===== config.mk =====
export PLATFORM = sky130hd
export DESIGN_NAME = sram_ctrl
export DESIGN_NICKNAME = d
export VERILOG_FILES = /design/src/rtl/sram_ctrl.sv
export SDC_FILE = /design/constraint.sdc
export NUM_CORES = 1
export LEC_CHECK = 0
export ABC_AREA = 1
export CAP_MARGIN = 25
export CORE_ASPECT_RATIO = 0.6
export CORE_MARGIN = 3
export CORE_UTILIZATION = 41
export CTS_CLUSTER_SIZE = 12
export DETAILED_ROUTE_END_ITERATION = 10
export GPL_ROUTABILITY_DRIVEN = 0
export HOLD_SLACK_MARGIN = 0.06
export MAX_ROUTING_LAYER = met4
export PLACE_DENSITY = 0.84
export SLEW_MARGIN = 10
export SYNTH_ARGS = -nofsm -noshare
export SYNTH_HDL_FRONTEND = slang
export SYNTH_SLANG_ARGS = --single-unit

===== constraint.sdc =====
create_clock -name clk -period 3.3 [get_ports clk]
set_input_delay 0.825 -clock clk [delete_from_list [all_inputs] [get_ports clk]]
set_output_delay 0.825 -clock clk [all_outputs]
set_load 0.01 [all_outputs]

===== src/rtl/sram_ctrl.sv =====
// Multi-cycle SRAM controller for the MEM stage: freezes the pipeline while an access runs.
// Optional SRAM_CTRL_STATS_EN adds rd_count/wr_count completion counters.
module sram_ctrl #(
  parameter int unsigned WAIT_CYCLES = 5
) (
  input  logic        clk,
  input  logic        rst,
  input  logic        wr_en,
  input  logic        rd_en,
  input  logic [31:0] address,
  input  logic [31:0] writedata,
  output logic [31:0] readdata,
  output logic        ready,
  output logic [17:0] sram_addr,
  output logic [31:0] sram_wdata,
  input  logic [31:0] sram_rdata,
  output logic        sram_ce_n,
  output logic        sram_oe_n,
  output logic        sram_we_n
`ifdef SRAM_CTRL_STATS_EN
  ,
  output logic [15:0] rd_count,
  output logic [15:0] wr_count
`endif
);

  typedef enum logic [1:0] {
    IDLE,
    ACCESS,
    DONE
  } state_t;

  localparam logic [3:0] CNT_INIT = 4'(WAIT_CYCLES - 1);

  state_t      r_state;
  state_t      w_next;
  logic [3:0]  r_cnt;
  logic [17:0] r_addr;
  logic [31:0] r_wdata;
  logic        r_wr;
  logic [31:0] r_rdata;

  logic w_req;
  logic w_last;
  logic w_unused;

  assign w_req    = rd_en | wr_en;
  assign w_last   = (r_state == ACCESS) && (r_cnt == 4'd0);
  assign w_unused = ^{address[31:20], address[1:0]};

  always_ff @(posedge clk) begin
    if (!rst) begin
      r_state <= IDLE;
    end else begin
      r_state <= w_next;
    end
  end

  // Write wins when both requests are raised together.
  always_ff @(posedge clk) begin
    if (!rst) begin
      r_cnt   <= 4'd0;
      r_addr  <= 18'd0;
      r_wdata <= 32'd0;
      r_wr    <= 1'b0;
      r_rdata <= 32'd0;
    end else begin
      if (r_state == IDLE && w_req) begin
        r_addr  <= address[19:2];
        r_wdata <= writedata;
        r_wr    <= wr_en;
        r_cnt   <= CNT_INIT;
      end else if (r_state == ACCESS && r_cnt != 4'd0) begin
        r_cnt <= r_cnt - 4'd1;
      end
      if (w_last && !r_wr) begin
        r_rdata <= sram_rdata;
      end
    end
  end

`ifdef SRAM_CTRL_STATS_EN
  logic [15:0] r_rd_count;
  logic [15:0] r_wr_count;

  always_ff @(posedge clk) begin
    if (!rst) begin
      r_rd_count <= 16'd0;
      r_wr_count <= 16'd0;
    end else if (w_last) begin
      if (r_wr) begin
        r_wr_count <= r_wr_count + 16'd1;
      end else begin
        r_rd_count <= r_rd_count + 16'd1;
      end
    end
  end

  assign rd_count = r_rd_count;
  assign wr_count = r_wr_count;
`endif

  always_comb begin
    w_next    = r_state;
    ready     = 1'b1;
    sram_ce_n = 1'b1;
    sram_oe_n = 1'b1;
    sram_we_n = 1'b1;
    unique case (r_state)
      IDLE: begin
        if (w_req) begin
          ready  = 1'b0;
          w_next = ACCESS;
        end
      end
      ACCESS: begin
        ready     = 1'b0;
        sram_ce_n = 1'b0;
        if (r_wr) begin
          sram_we_n = 1'b0;
        end else begin
          sram_oe_n = 1'b0;
        end
        if (r_cnt == 4'd0) begin
          w_next = DONE;
        end
      end
      DONE: begin
        w_next = IDLE;
      end
      default: begin
        w_next = IDLE;
      end
    endcase
    // Reset overrides the access immediately so the SRAM is never written mid-reset.
    if (!rst) begin
      ready     = 1'b1;
      sram_ce_n = 1'b1;
      sram_oe_n = 1'b1;
      sram_we_n = 1'b1;
    end
  end

  assign readdata   = r_rdata;
  assign sram_addr  = r_addr;
  assign sram_wdata = r_wdata;

endmodule


* After elaboration in Yosys (flattened, before gate mapping)
Index checks and enable logic that the tools add are counted.
** Cells by class
- Eq/ne operators :: 3
- Bitwise logic cells :: 2
- $add $sub $neg :: 1
- Reductions and logical operators :: 11
- Mux-type cells :: 16
** Operator list (count)
- two-way mux 1 bit :: 10
- two-way mux 3 bit :: 2
- logical AND 1 bit :: 4
- logical NOT 4 bit :: 1
- two-way mux 2 bit :: 2
- != test 2 bit (second input constant) :: 2
- one-hot mux 2 bit (2 select lines) :: 1
- nonzero test 4 bit :: 1
- subtractor 4 x 1 -> 4 bit (second input constant) :: 1
- == test 2 x 1 -> 1 bit (second input constant) :: 1
- logical NOT 2 bit :: 1
- one-hot mux 1 bit (2 select lines) :: 1
- AND reduction 2 bit :: 1
- nonzero test 2 bit :: 1
- OR reduction 2 bit :: 1
- logical NOT 1 bit :: 1
- inverter 1 bit :: 1
- bitwise OR 1 bit :: 1
** Storage, ports and cells
- Word-level logic and storage cells :: 40
- Register bits :: 89

* Depth between registers and ports, before layout
Gate-level depths: netlist (run 1).
- Depth in word-level cells :: 4
- Gate-level depth with buffers :: 9
- Gate-level depth less buffers :: 8

* Least setup slack after synthesis (run 1)
No wires, ideal clock.
- Path kind :: input -> output
- Start point :: in rst
- End point :: out ready
- Path buffers :: 1
- Required time :: 2.475 ns
- Cell stages on the path :: 2
- Data arrival time :: 1.204 ns
- Slack :: 1.271 ns
- Path through :: clkbuf_1 -> o211ai_1
** On the way
- Word-level cells in the longest chain between the ends :: 1
** RTL lines
- start: declaration :: line 7 : input logic rst,
- two-way mux 1 bit :: line 136 : if (!rst) begin
- end: declaration :: line 13 : output logic ready,
No other way between the ends.

* Worst setup path after layout (run 1)
- Start point :: in wr_en
- End point :: out ready
** On the way
- Word-level cells in the longest chain between the ends :: 4
** RTL lines
- start: declaration :: line 8 : input logic wr_en,
- bitwise OR 1 bit :: line 47 : assign w_req = rd_en | wr_en;
- two-way mux 1 bit :: line 111 : if (w_req) begin
- one-hot mux 1 bit (2 select lines) :: line 109 : unique case (r_state)
- two-way mux 1 bit :: line 136
No other way between the ends.

==> summary.md, run 1 <==
| Metric | Value |
|---|---|
| Status | `finished clean` |
| H-tree levels | `3` |
| Port bufs | `171` |
| Min Tclk post-route | `2.96 ns` |
| VDD IR max | `352 uV` |
| Root buffer cell | `clkbuf_16` |
| Vias in the first global route | `3075` |
| First DRT Iteration DRCs | `264` |
| Sequential share of power | `40.0%` |
| Post-synth cell types | `20` |
| Min-Delay Path Class | `reg -> reg` |
| GRT overflow | `0` |
| Critical Path AT | `2.14 ns` |
| I/O Pins | `186` |
| Comb pwr share | `24.4%` |
| Fin Hold WS | `0.473 ns` |
| Fin. max-slew vios | `0` |
| Fin. Hold Viols | `0` |
| Post-synthesis sequential area ratio | `55.6%` |
| Cells after Synth | `415` |
| Post-synth EDFFs | `0` |
| Slew @ Worst Pin | `0.574 ns` |
| Commonest cells in the netlist | `nor2_1 (169), dfxtp_1 (89), o21ai_0 (79), nand2_1 (16), inv_1 (12)` |
| Placed Instances | `670` |
| Inserted Diodes | `0` |
| Max cap viols | `0` |
| Sw Ratio | `26.6%` |
| Clock power frac | `35.6%` |
| Non-filler instance count after layout | `686` |
| Most common cell in the netlist | `nor2_1` |
| Async set-reset flop share out of synthesis | `0%` |
| Yosys top cell by area | `dfxtp_1` |
| Max Clock Skew | `0.00538 ns` |
| Vias per cell | `4.83` |
| First-pass GRT wire length | `15500 um` |
| Starting Density | `43.2%` |
| CTS Hold Buffers Added | `0` |
| FF-to-FF Start | `r_cnt[0]` |
| Pin count of the biggest net entering global routing | `54` |
| Nets | `679` |
| Design Area, Final | `5280 sq um` |
| CP required | `2.47 ns` |
| FILL cells | `590` |
| Via count | `3311` |
| Power per cell area | `611 nW/um^2` |
| P_sw | `0.858 mW` |
| Reg2reg setup slack | `1.25 ns` |
| Overall routing resource usage | `22.8%` |
| Cell internal pwr | `2.36 mW` |
| Met2 Use GR | `36.6%` |
| FF-to-FF End | `readdata[4]` |
| Wire length per cell | `14.7 um` |
| FP Rows | `24` |
| WL final | `10100 um` |
| Setup TNS | `0 ns` |
| Startpoint types | `primary input` |
| CTS max path bufs | `2` |
| Reg clk slew, reported paths | `0.06 ns` |
| DP Wirelength | `7290 um` |
| Fmax | `338 MHz` |
| Yosys reg bits | `89` |
| Share of cells above drive strength 1 | `4.81%` |
| Die H | `74.5 um` |
| Pre-antenna DRT Iters | `5` |
| Met3 GRT Util | `6.99%` |
| TritonCTS clock tree | `yes` |
| Crit. Startpoint | `wr_en` |
| Final setup violation count | `0` |
| Area growth, synth to finish | `64.8%` |
| Crit share post-route | `89.7%` |
| Die area | `8940 sq um` |
| Synth Cell Area | `3200 sq um` |
| Post-cts sizing count | `0` |
| Yosys warns | `0` |
| Initial antenna violation count | `0` |
| Routing usage on met1 | `28.0%` |
| Global route hottest layer | `met2` |
| Setup bufs post-CTS | `0` |
| Routed Antenna Nets | `0` |
| Crit path capture | `ready` |
| Leakage | `2.12 nW` |
| Synth Flop Type | `dfxtp_1` |
| Syn_nets | `517` |
| Post-route DRC | `0` |
| Reg2Reg Depth | `8` |
| Clock Latency Late Sink | `0.34 ns` |
| Rel. slew slack | `61.6%` |
| Post-Place Cell Area | `4940 sq um` |
| Post-synth top area share | `55.6%` |
| Die width | `120 um` |
| Worst-path fanout max | `2` |
| CP Capture Type | `output port` |
| Mapped Avg Cell Area | `7.72 sq um` |
| RSZ-0062 raised after global routing | `false` |
| Clock Sink Count | `89` |
| Core area | `7420 sq um` |
| Main area contributors after synthesis | `dfxtp_1 (56%), nor2_1 (20%), o21ai_0 (12%)` |
| Crit Path Class | `in -> out` |
| Num CTS Buffers | `9` |
state kept, by name (all words and copies together) (netlist names):
signal,flops
readdata,32
r_wr,1
sram_wdata,32
r_cnt,4
sram_addr,18
r_state,2
power groups by stage:
stage | Sequential, mW | Clock [mW] | Combinational (mW)
floorplan | 1.37 | 0 | 0.299
global placement | 1.30 | 0 | 0.763
detailed placement | 1.31 | 0 | 0.788
CTS | 1.29 | 1.17 | 0.793
global route | 1.30 | 1.21 | 0.860
finish | 1.29 | 1.15 | 0.788
final cells by class:
cell class	count	area (sq um)	share of cell area, %
clock inverter	5	104	1.97
timing repair buffer	176	1740	33.0
tap	104	130	2.47
inverter	15	56.3	1.07
multi-input combinational	286	1230	23.3
clock buffer	11	233	4.41
sequential	89	1780	33.8
worst min path at each step:
stage                       from           end  slack [ns]  cells past startpoint
finish                  r_cnt[0]      r_cnt[0]        0.47                      2
global placement        r_cnt[0]      r_cnt[0]        0.46                      2
detailed placement      r_cnt[0]      r_cnt[0]        0.46                      2
global route        readdata[14]  readdata[14]        0.50                      2
CTS                     r_cnt[0]      r_cnt[0]        0.47                      2
floorplan               r_cnt[0]      r_cnt[0]        0.44                      2
stage by stage:
step                      power (mW)  worst slack, ns  util (%)
after global routing            3.38            0.232      71.2
after floorplan                 1.66             1.27         -
after global placement          2.07            0.343      66.6
after detailed placement        2.10            0.350      66.6
final                           3.22            0.339      71.2
after CTS                       3.25            0.332      71.2
cells in the final DEF (no fill, tap or decap):
master           Yosys  layout
clkdlybuf4s50_1      0     170
nor2_1             169     169
dfxtp_1             89      89
o21ai_0             79      79
nand2_1             16      16
inv_1               12      12
clkbuf_16            0       9
o21ai_1              5       5
a21oi_1              5       5
buf_4                2       5
nand2_2              3       3
nand3_1              3       3
inv_2                3       3
bufinv_16            0       3
ha_1                 2       2
clkbuf_1            11       2
nor2_4               1       1
o211ai_1             1       1
nor2_2               1       1
nand4_1              1       1
clkinv_4             0       1
clkinv_2             0       1
buf_2                6       1
worst max-delay path: stages:
cell and delay, ns:
clkdlybuf4s50_1 0.40, inv_1 0.07, nand2_1 0.08, o211ai_1 0.18
clkdlybuf4s50_1 0.58
cell families (layout without fill, tap and decap cells):
family          Yosys count  count (layout)  share of synthesized area [%]
simple gates            194             194                           23.5
compound gates           90              90                           14.1
flops                    89              89                           55.6
buf+inv                  40             207                           5.98
fa+ha+maj                 2               2                          0.781
layer usage:
layer,part of all wire [%],wire length (um)
met5,0,0
met4,0.97,98
met3,8.0,808
met2,47,4700
met1,44,4500
Note: power is estimated with default switching activity, not from simulation.
==> inputs of run 2 (changes only) <==
--- a/config.mk
+++ b/config.mk
@@ -9,14 +9,15 @@
 export CAP_MARGIN = 25
 export CORE_ASPECT_RATIO = 0.6
 export CORE_MARGIN = 3
-export CORE_UTILIZATION = 41
+export CORE_UTILIZATION = 34
 export CTS_CLUSTER_SIZE = 12
 export DETAILED_ROUTE_END_ITERATION = 10
 export GPL_ROUTABILITY_DRIVEN = 0
 export HOLD_SLACK_MARGIN = 0.06
 export MAX_ROUTING_LAYER = met4
-export PLACE_DENSITY = 0.84
-export SLEW_MARGIN = 10
+export PLACE_DENSITY = 0.74
+export REMOVE_ABC_BUFFERS = 1
+export SLEW_MARGIN = 0
 export SYNTH_ARGS = -nofsm -noshare
 export SYNTH_HDL_FRONTEND = slang
 export SYNTH_SLANG_ARGS = --single-unit
==> constraint.sdc (replaced) <==
create_clock -name clk -period 2.5 [get_ports clk]
set_input_delay 0.625 -clock clk [delete_from_list [all_inputs] [get_ports clk]]
set_output_delay 0.625 -clock clk [all_outputs]
set_load 0.01 [all_outputs]
==> run 2 against run 1 <==
Against the previous run:
- first-iteration DRC count is 37% lower
- cell count is 3.6% higher
- count of clock-buffer cells in the layout is 1 lower
- clock power grew 16%
- wire length fell by 1.8%
- critical path type unchanged
- highest routed layer unchanged
==> summary.md, run 2 (synthesized netlist as in run 1, its figures left out) <==
| Metric | Value |
|---|---|
| FF-to-FF End | `readdata[22] (was readdata[4])` |
| Max cap viols | `0 (unchanged)` |
| Pin count of the biggest net entering global routing | `54 (unchanged)` |
| I/O Pins | `186 (unchanged)` |
| Most frequent cells in the layout | `nor2_1 (169), clkdlybuf4s50_1 (169), dfxtp_1 (89), o21ai_0 (79), nand2_1 (16) (was clkdlybuf4s50_1 (170), nor2_1 (169), dfxtp_1 (89), o21ai_0 (79), nand2_1 (16))` |
| Setup TNS | `0 ns (unchanged)` |
| Vias in the first global route | `3185 (was 3075)` |
| Min Tclk post-route | `2.27 ns` |
| FP Rows | `26 (was 24)` |
| CP required | `1.88 ns (was 2.47 ns)` |
| Nets | `681 (was 679)` |
| Routed Antenna Nets | `0 (unchanged)` |
| Crit share post-route | `90.8%` |
| VDD IR max | `376 uV (was 352 uV)` |
| Wire length per cell | `14.0 um (was 14.7 um)` |
| WHS Path Cells | `2 (unchanged)` |
| First-pass GRT wire length | `16000 um (was 15500 um)` |
| Status | `finished clean (unchanged)` |
| Area growth, synth to finish | `65.4% (was 64.8%)` |
| Reg2reg setup slack | `0.87 ns (was 1.25 ns)` |
| Starting Density | `36.3% (was 43.2%)` |
| Reg2Reg Depth | `8 (unchanged)` |
| Core area | `8820 sq um (was 7420 sq um)` |
| Leakage | `2.10 nW (was 2.12 nW)` |
| CTS max path bufs | `2 (unchanged)` |
| Critical Path AT | `1.65 ns (was 2.14 ns)` |
| WL met1 | `4500 um (unchanged)` |
| Fmax | `440 MHz` |
| Post-Place Cell Area | `5000 sq um (was 4940 sq um)` |
| Vias per cell | `4.54 (was 4.83)` |
| Port bufs | `171 (unchanged)` |
| Share of cells above drive strength 1 | `5.31% (was 4.81%)` |
| Crit Path Class | `in -> out (unchanged)` |
| TritonCTS clock tree | `yes (unchanged)` |
| Die width | `131 um (was 120 um)` |
| Fin. max-slew vios | `0 (unchanged)` |
| Total Power | `4.07 mW (was 3.22 mW)` |
| Max Clock Skew | `0.00554 ns (was 0.00538 ns)` |
| Final setup violation count | `0 (unchanged)` |
| Num CTS Buffers | `9 (unchanged)` |
| Slew @ Worst Pin | `0.533 ns (was 0.574 ns)` |
| Power per cell area | `769 nW/um^2 (was 611 nW/um^2)` |
| Fin. Hold Viols | `0 (unchanged)` |
| Routed wl met3 | `952 um (was 808 um)` |
| Hold Path End | `r_cnt[0] (unchanged)` |
| Min-Delay Path Class | `reg -> reg (unchanged)` |
| Clock Latency Late Sink | `0.34 ns (about the same)` |
| Clock Sink Count | `89 (unchanged)` |
| Reg clk slew, reported paths | `0.06 ns (about the same)` |
| Die H | `81.2 um (was 74.5 um)` |
| RSZ-0062 raised after global routing | `false (unchanged)` |
| H-tree levels | `3 (unchanged)` |
| Post-route DRC | `0 (unchanged)` |
| Die area | `10700 sq um (was 8940 sq um)` |
| Startpoint types | `primary input (unchanged)` |
| Initial antenna violation count | `1 (was 0)` |
| Pre-antenna DRT Iters | `6 (was 5)` |
| Metal2 WL | `4380 um (was 4700 um)` |
| First DRT Iteration DRCs | `166 (was 264)` |
| Final Util | `60.1% (was 71.2%)` |
| Overall routing resource usage | `19.3% (was 22.8%)` |
| Setup bufs post-CTS | `0 (unchanged)` |
| Via count | `3229 (was 3311)` |
| Top Metal Used | `met4 (unchanged)` |
| WL final | `9920 um (was 10100 um)` |
| DP Wirelength | `7300 um (was 7290 um)` |
| FF-to-FF Start | `r_cnt[0] (unchanged)` |
| CTS Hold Buffers Added | `0 (unchanged)` |
| CP Capture Type | `output port (unchanged)` |
| Min-Delay Startpoint | `r_cnt[0] (unchanged)` |
| Worst-path fanout max | `2 (unchanged)` |
| Design Area, Final | `5300 sq um (was 5280 sq um)` |
| Rel. slew slack | `64.4% (was 61.6%)` |
| Root buffer cell | `clkbuf_16 (unchanged)` |
| GRT overflow | `0 (unchanged)` |
==> run 2: cell types whose count changed in the layout (fill, tap and decap cells not counted) <==
cell | before | now
buf_12 | 0 | 1
buf_4 | 5 | 6
bufinv_16 | 3 | 1
clkbuf_1 | 2 | 1
clkdlybuf4s50_1 | 170 | 169
clkinv_2 | 1 | 0
clkinvlp_4 | 0 | 4
diode_2 | 0 | 1
dlygate4sd2_1 | 0 | 1
==> run 2: area by class of cell <==
cell class	count	area, sq um
fillers	821	3520
flip-flops and latches	89	1780
repair buffers	178	1770
multi-input cells	286	1230
clock buffers	10	229
well taps	126	158
clock inverters	6	68.8
inverters	15	56.3
diodes	1	2.50
==> run 2: how the worst max path moves through the flow <==
stage / startpoint / to / cells past startpoint
2_1_floorplan: wr_en / r_wr / 6
3_3_place_gp: wr_en / ready / 5
3_5_place_dp: wr_en / ready / 5
4_1_cts: wr_en / ready / 5
5_1_grt: wr_en / ready / 5
6_report: wr_en / ready / 5
==> run 2: where the power goes <==
group	internal, mW	switching [mW]
Combinational	0.551	0.493
Clock	0.776	0.557
Sequential	1.60	0.0938
==> run 2: worst max-delay path, stage by stage <==
cell	delay, ns
clkdlybuf4s50_1	0.40
inv_1	0.08
nand2_1	0.07
o211ai_1	0.17
dlygate4sd2_1	0.30
==> run 2: what timing repair did <==
action,CTS,global route
endpoints found under the setup margin,1,0
resized for setup,1,0
hold endpoints to repair,0,0
==> run 2: stage by stage <==
step	setup WS, ns	hold WS [ns]	cells
CTS	0.219	0.468	710
floorplan	0.553	0.445	390
detailed placement	-0.0488	0.459	694
global route	0.143	0.502	710
finish	0.229	0.471	711
global placement	-0.00445	0.457	694
==> run 2: routing by layer <==
metal  up-vias  global-route usage, %
li1       1644                      -
met1      1463                   24.1
met2       115                   30.5
met3         7                   6.62
met4         0                   4.82
met5         -                      -
==> inputs of run 3 (changes only) <==
--- a/config.mk
+++ b/config.mk
@@ -9,13 +9,15 @@
 export CAP_MARGIN = 25
 export CORE_ASPECT_RATIO = 0.6
 export CORE_MARGIN = 3
-export CORE_UTILIZATION = 34
+export CORE_UTILIZATION = 35
 export CTS_CLUSTER_SIZE = 12
 export DETAILED_ROUTE_END_ITERATION = 10
+export DONT_BUFFER_PORTS = 1
 export GPL_ROUTABILITY_DRIVEN = 0
+export GPL_TIMING_DRIVEN = 0
 export HOLD_SLACK_MARGIN = 0.06
 export MAX_ROUTING_LAYER = met4
-export PLACE_DENSITY = 0.74
+export PLACE_DENSITY = 0.49
 export REMOVE_ABC_BUFFERS = 1
 export SLEW_MARGIN = 0
 export SYNTH_ARGS = -nofsm -noshare
==> run 3 against run 2 <==
Against the previous run:
- clock skew rose by 0.00070 ns
- power fell by 9.5%
- global-route usage fell by 5.1 points
- design area fell by 33%
- worst setup slack improved by 0.31 ns
- via count fell by 23%
- clock power rose by 9.8%
- sequential share of layout area rose by 17 points
- worst hold slack got worse by 0.044 ns
==> summary.md, run 3 (synthesized netlist as in run 1, its figures left out) <==
| Metric | Value |
|---|---|
| WL final | `7510 um (was 9920 um)` |
| Worst-path fanout max | `33 (was 2)` |
| Nets | `503 (was 681)` |
| Status | `finished clean (unchanged)` |
| Startpoint types | `register (was primary input)` |
| Num CTS Buffers | `9 (unchanged)` |
| Pre-antenna DRT Iters | `4 (was 6)` |
| Final Util | `40.5% (was 60.1%)` |
| Pre-CTS setup slack | `-0.119 ns (was -0.0488 ns)` |
| Vias per cell | `4.80 (was 4.54)` |
| Non-filler instance count after layout | `515 (was 711)` |
| VDD IR max | `374 uV (was 376 uV)` |
| Fin. max-slew vios | `0 (unchanged)` |
| Fin worst setup slack | `0.541 ns (was 0.229 ns)` |
| Sw Ratio | `26.7% (was 28.1%)` |
| Via count | `2471 (was 3229)` |
| Most frequent cells in the layout | `nor2_1 (169), dfxtp_1 (89), o21ai_0 (79), nand2_1 (16), inv_1 (12) (was nor2_1 (169), clkdlybuf4s50_1 (169), dfxtp_1 (89), o21ai_0 (79), nand2_1 (16))` |
| Rel. slew slack | `41.0% (was 64.4%)` |
| Max Clock Skew | `0.00624 ns (was 0.00554 ns)` |
| CP Capture Type | `register (was output port)` |
| H-tree levels | `3 (unchanged)` |
| Comb pwr share | `11.3% (was 25.6%)` |
| Routed Antenna Nets | `0 (unchanged)` |
| Power per cell area | `1040 nW/um^2 (was 769 nW/um^2)` |
| Starting Density | `36.7% (was 36.3%)` |
| Min Tclk post-route | `1.96 ns (was 2.27 ns)` |
| GRT overflow | `0 (unchanged)` |
| Inserted Diodes | `0 (was 1)` |
| CTS max path bufs | `2 (unchanged)` |
| Reg clk slew, reported paths | `0.06 ns (about the same)` |
| Sequential share of power | `49.2% (was 41.6%)` |
| Die H | `80.1 um (was 81.2 um)` |
| Fin. Hold Viols | `0 (unchanged)` |
| Die width | `130 um (was 131 um)` |
| Root buffer cell | `clkbuf_16 (unchanged)` |
| TritonCTS clock tree | `yes (unchanged)` |
| Clock power frac | `39.6% (was 32.7%)` |
| Share of cells above drive strength 1 | `5.21% (was 5.31%)` |
| Leakage | `1.45 nW (was 2.10 nW)` |
| Crit Path Class | `reg -> reg (was in -> out)` |
| P_sw | `0.983 mW (was 1.14 mW)` |
| Overall routing resource usage | `14.2% (was 19.3%)` |
| Post-route DRC | `0 (unchanged)` |
| Placed Instances | `502 (was 694)` |
| Core area | `8720 sq um (was 8820 sq um)` |
| Port bufs | `0 (was 171)` |
| Max cap viols | `0 (unchanged)` |
| RSZ-0062 raised after global routing | `false (unchanged)` |
| FP Rows | `26 (unchanged)` |
| Clock Latency Late Sink | `0.33 ns (was 0.34 ns)` |
| Area growth, synth to finish | `10.2% (was 65.4%)` |
| Min-Delay Path Class | `in -> reg (was reg -> reg)` |
| CP required | `2.76 ns (was 1.88 ns)` |
| Leading cell type in the layout, fill and taps excluded | `nor2_1` |
| Wire length per cell | `14.6 um (was 14.0 um)` |
| Clock Sink Count | `89 (unchanged)` |
| I/O Pins | `186 (unchanged)` |
| Pin count of the biggest net entering global routing | `90 (was 54)` |
| Fmax | `510 MHz (was 440 MHz)` |
| FILL cells | `933 (was 821)` |
| Slew @ Worst Pin | `0.882 ns (was 0.533 ns)` |
| CTS Hold Buffers Added | `0 (unchanged)` |
| Crit share post-route | `78.4% (was 90.8%)` |
| Vias in the first global route | `2264 (was 3185)` |
| First DRT Iteration DRCs | `93 (was 166)` |
| DP Wirelength | `5040 um (was 7300 um)` |
| Die area | `10400 sq um (was 10700 sq um)` |
| Cell internal pwr | `2.70 mW (was 2.93 mW)` |
| Critical Path AT | `2.22 ns (was 1.65 ns)` |
| First-pass GRT wire length | `11300 um (was 16000 um)` |
| Fin Hold WS | `0.426 ns (was 0.471 ns)` |
| Final setup violation count | `0 (unchanged)` |
| Initial antenna violation count | `0 (was 1)` |
[run 3: what timing repair did]
action	CTS	global route
endpoints found under the setup margin	0	5
setup buffers	0	0
gates resized for setup	0	2
[run 3: through the flow]
stage	total power [mW]	area [sq um]	setup TNS [ns]
2_1_floorplan	2.14	3070	0
3_3_place_gp	2.26	3210	-0.0990
3_5_place_dp	2.27	3210	-0.305
4_1_cts	3.75	3530	0
5_1_grt	3.90	3530	0
6_report	3.68	3530	0
[run 3: worst paths after layout]
path	slack (ns)	cells past startpoint	endpoint	from
setup reg to reg	0.54	8	readdata[5]	r_cnt[0]
hold reg to reg	0.47	2	r_cnt[0]	r_cnt[0]
hold / removal	0.43	2	readdata[11]	rst
setup / recovery	0.54	8	readdata[5]	r_cnt[0]
[run 3: worst max-delay path: stages (launching register included)]
cell and delay [ns]:
dfxtp_1 0.31, inv_1 0.12, ha_1 0.18, nand2_1 0.08, nor2_2 0.10, nand2_2 0.32, inv_2 0.57, nor2_1 0.09
nor2_1 0.11
[run 3: power by group through the flow]
stage          Sequential, mW  Combinational, mW  Clock (mW)
2_1_floorplan            1.80              0.341           0
3_3_place_gp             1.85              0.414           0
3_5_place_dp             1.85              0.427           0
4_1_cts                  1.82              0.427        1.51
5_1_grt                  1.83              0.500        1.56
6_report                 1.81              0.415        1.46
[run 3: per-layer routing]
layer / share of wire [%] / GRT usage, % / up-vias
met2: 39 / 19.4 / 118
met1: 45 / 17.6 / 1057
met5: 0 / - / -
met3: 15 / 8.50 / 8
li1: - / - / 1288
met4: 1.3 / 4.25 / 0
[run 3: final cells by class]
type	instances	area [sq um]	share of cell area, %
flip-flops and latches	89	1780	50.5
multi-input cells	286	1230	34.8
clock buffers	9	225	6.38
well taps	112	140	3.97
clock inverters	4	95.1	2.69
inverters	15	58.8	1.67
==> RTL change: new RTL, settings of run 3 <==
The 3 states of `state_t` get a one-hot encoding in 3 bits.
--- a/src/rtl/sram_ctrl.sv
+++ b/src/rtl/sram_ctrl.sv
@@ -25,8 +25,8 @@
 );
 
-  typedef enum logic [1:0] {
-    IDLE,
-    ACCESS,
-    DONE
+  typedef enum logic [2:0] {
+    IDLE   = 3'b001,
+    ACCESS = 3'b010,
+    DONE   = 3'b100
   } state_t;
 
Formal check against the unedited RTL: same outputs for any inputs over 10 cycles, from zero or initial values and one cycle with rst low; not proved beyond that.
==> RTL change against run 3 <==
Worst setup slack got worse by 0.14 ns. Total power increased by 3.4%. Routed wire length increased by 7.3%. Synthesized area increased by 2.9%. Die area increased by 2.8%. Cell count increased by 4.3%. Sequential cell count increased by 1. Global-route usage increased by 1.0 points. Cell area increased by 2.7%. Largest cell class unchanged.
==> RTL change: results (changes against run 3) <==
- Status: finished, final reports clean (unchanged)
- Met3 WL: 745 um (was 1090 um)
- Top cells by count, synth: 170 x nor2_1, 90 x dfxtp_1, 84 x o21ai_0 (was 169 x nor2_1, 89 x dfxtp_1, 79 x o21ai_0)
- Worst setup path end: ready (was readdata[5]$_SDFFE_PN0P_)
- Pre-CTS WS: 0.0795 ns (was -0.119 ns)
- Leak pwr: 1.43 nW (was 1.45 nW)
- Hpwl dp: 5480 um (was 5040 um)
- R2r setup slk: 0.44 ns (was 0.54 ns)
- Final Cycle Share: 83.9% (was 78.4%)
- Filler Cells Inserted: 921 (was 933)
- Initial drt markers: 99 (was 93)
- Detailed-route wire length per cell: 15.0 um (was 14.6 um)
- Maximum vdd drop: 0.381 mV (was 0.374 mV)
- Metal1 wirelength: 3660 um (was 3400 um)
- Worst EP arrival: 1.47 ns (was 2.22 ns)
- Vias/cell: 4.75 (was 4.80)
- Worst Path Max Fanout: 3 (was 33)
- Crit. Startpoint: r_state[2]$_SDFFE_PN0P_ (was r_cnt[0]$_SDFFE_PP0P_)
- Layout net count: 508 (was 503)
- Slowest CP cell: dfxtp_1 (was inv_2)
- Area occupied by multi-input gates: 0.00127 mm^2 (was 0.00123 mm^2)
- Number of global-route vias before repair: 2376 (was 2264)
- Non-Filler Instances: 537 (was 515)
- Wire length on met2: 3580 um (was 2920 um)
- Syn Area/Cell: 7.85 um^2 (was 7.72 um^2)
- Largest net degree at the start of global routing: 86 (was 90)
- Slew headroom: 55.2% (was 41.0%)
- Post-DP Area: 0.00329 mm^2 (was 0.00321 mm^2)
- Clk_skew: 0.00467 ns (was 0.00624 ns)
- Post-synthesis cell type count: 22 (was 20)
- Initial core utilization: 37.4% (was 36.7%)
- Sequential fraction of the synthesis area: 54.6% (was 55.6%)
- First-pass GRT wire length: 12500 um (was 11300 um)
- FF-to-FF path depth: 5 (was 8)
- Share of layout cells above drive strength 1: 5.11% (was 5.21%)
- Cells after DPL: 521 (was 502)
[RTL change: worst min-delay path by stage]
stage | to | slack (ns) | cells past startpoint
6_report | sram_wdata[28]$_SDFFE_PN0P_ | 0.42 | 2
2_1_floorplan | r_cnt[0]$_SDFFE_PP0P_ | 0.45 | 2
3_5_place_dp | r_cnt[0]$_SDFFE_PP0P_ | 0.47 | 2
5_1_grt | sram_wdata[28]$_SDFFE_PN0P_ | 0.42 | 2
4_1_cts | sram_wdata[28]$_SDFFE_PN0P_ | 0.40 | 2
3_3_place_gp | r_cnt[0]$_SDFFE_PP0P_ | 0.46 | 2
[RTL change: power by group]
group | internal (W) | switching, W | total, W
combinational | 0.000153 | 0.000303 | 0.000455
sequential | 0.00163 | 0.000217 | 0.00184
clock | 0.000976 | 0.000535 | 0.00151
[RTL change: cells by family after synthesis]
| group | Yosys count | share of synthesized area, % |
|---|---|---|
| buf+inv | 41 | 6.91 |
| simple gates | 197 | 23.9 |
| compound gates | 90 | 13.8 |
| fa+ha+maj | 2 | 0.759 |
| flops | 90 | 54.6 |
[RTL change: metal layers]
| metal | global-route usage (%) | vias to the layer above |
|---|---|---|
| met3 | 6.93 | 8 |
| met1 | 18.5 | 1140 |
| met5 | - | - |
| li1 | - | 1307 |
| met4 | 4.72 | 0 |
| met2 | 22.9 | 98 |
[RTL change: layout make-up]
type                    count  share of cell area [%]
clock buffers              11                    6.42
clock inverters             5                    2.83
inverters                  16                    1.73
multi-input cells         289                    35.0
flip-flops and latches     90                    49.7
well taps                 126                    4.35
[RTL change: worst reg2reg max path: cells and delay by family, from the launching register on]
family	cells	cell delay, ns
flip-flops	1	0.43
buffers and inverters	1	0.68
AND/OR/NAND/NOR	4	0.83
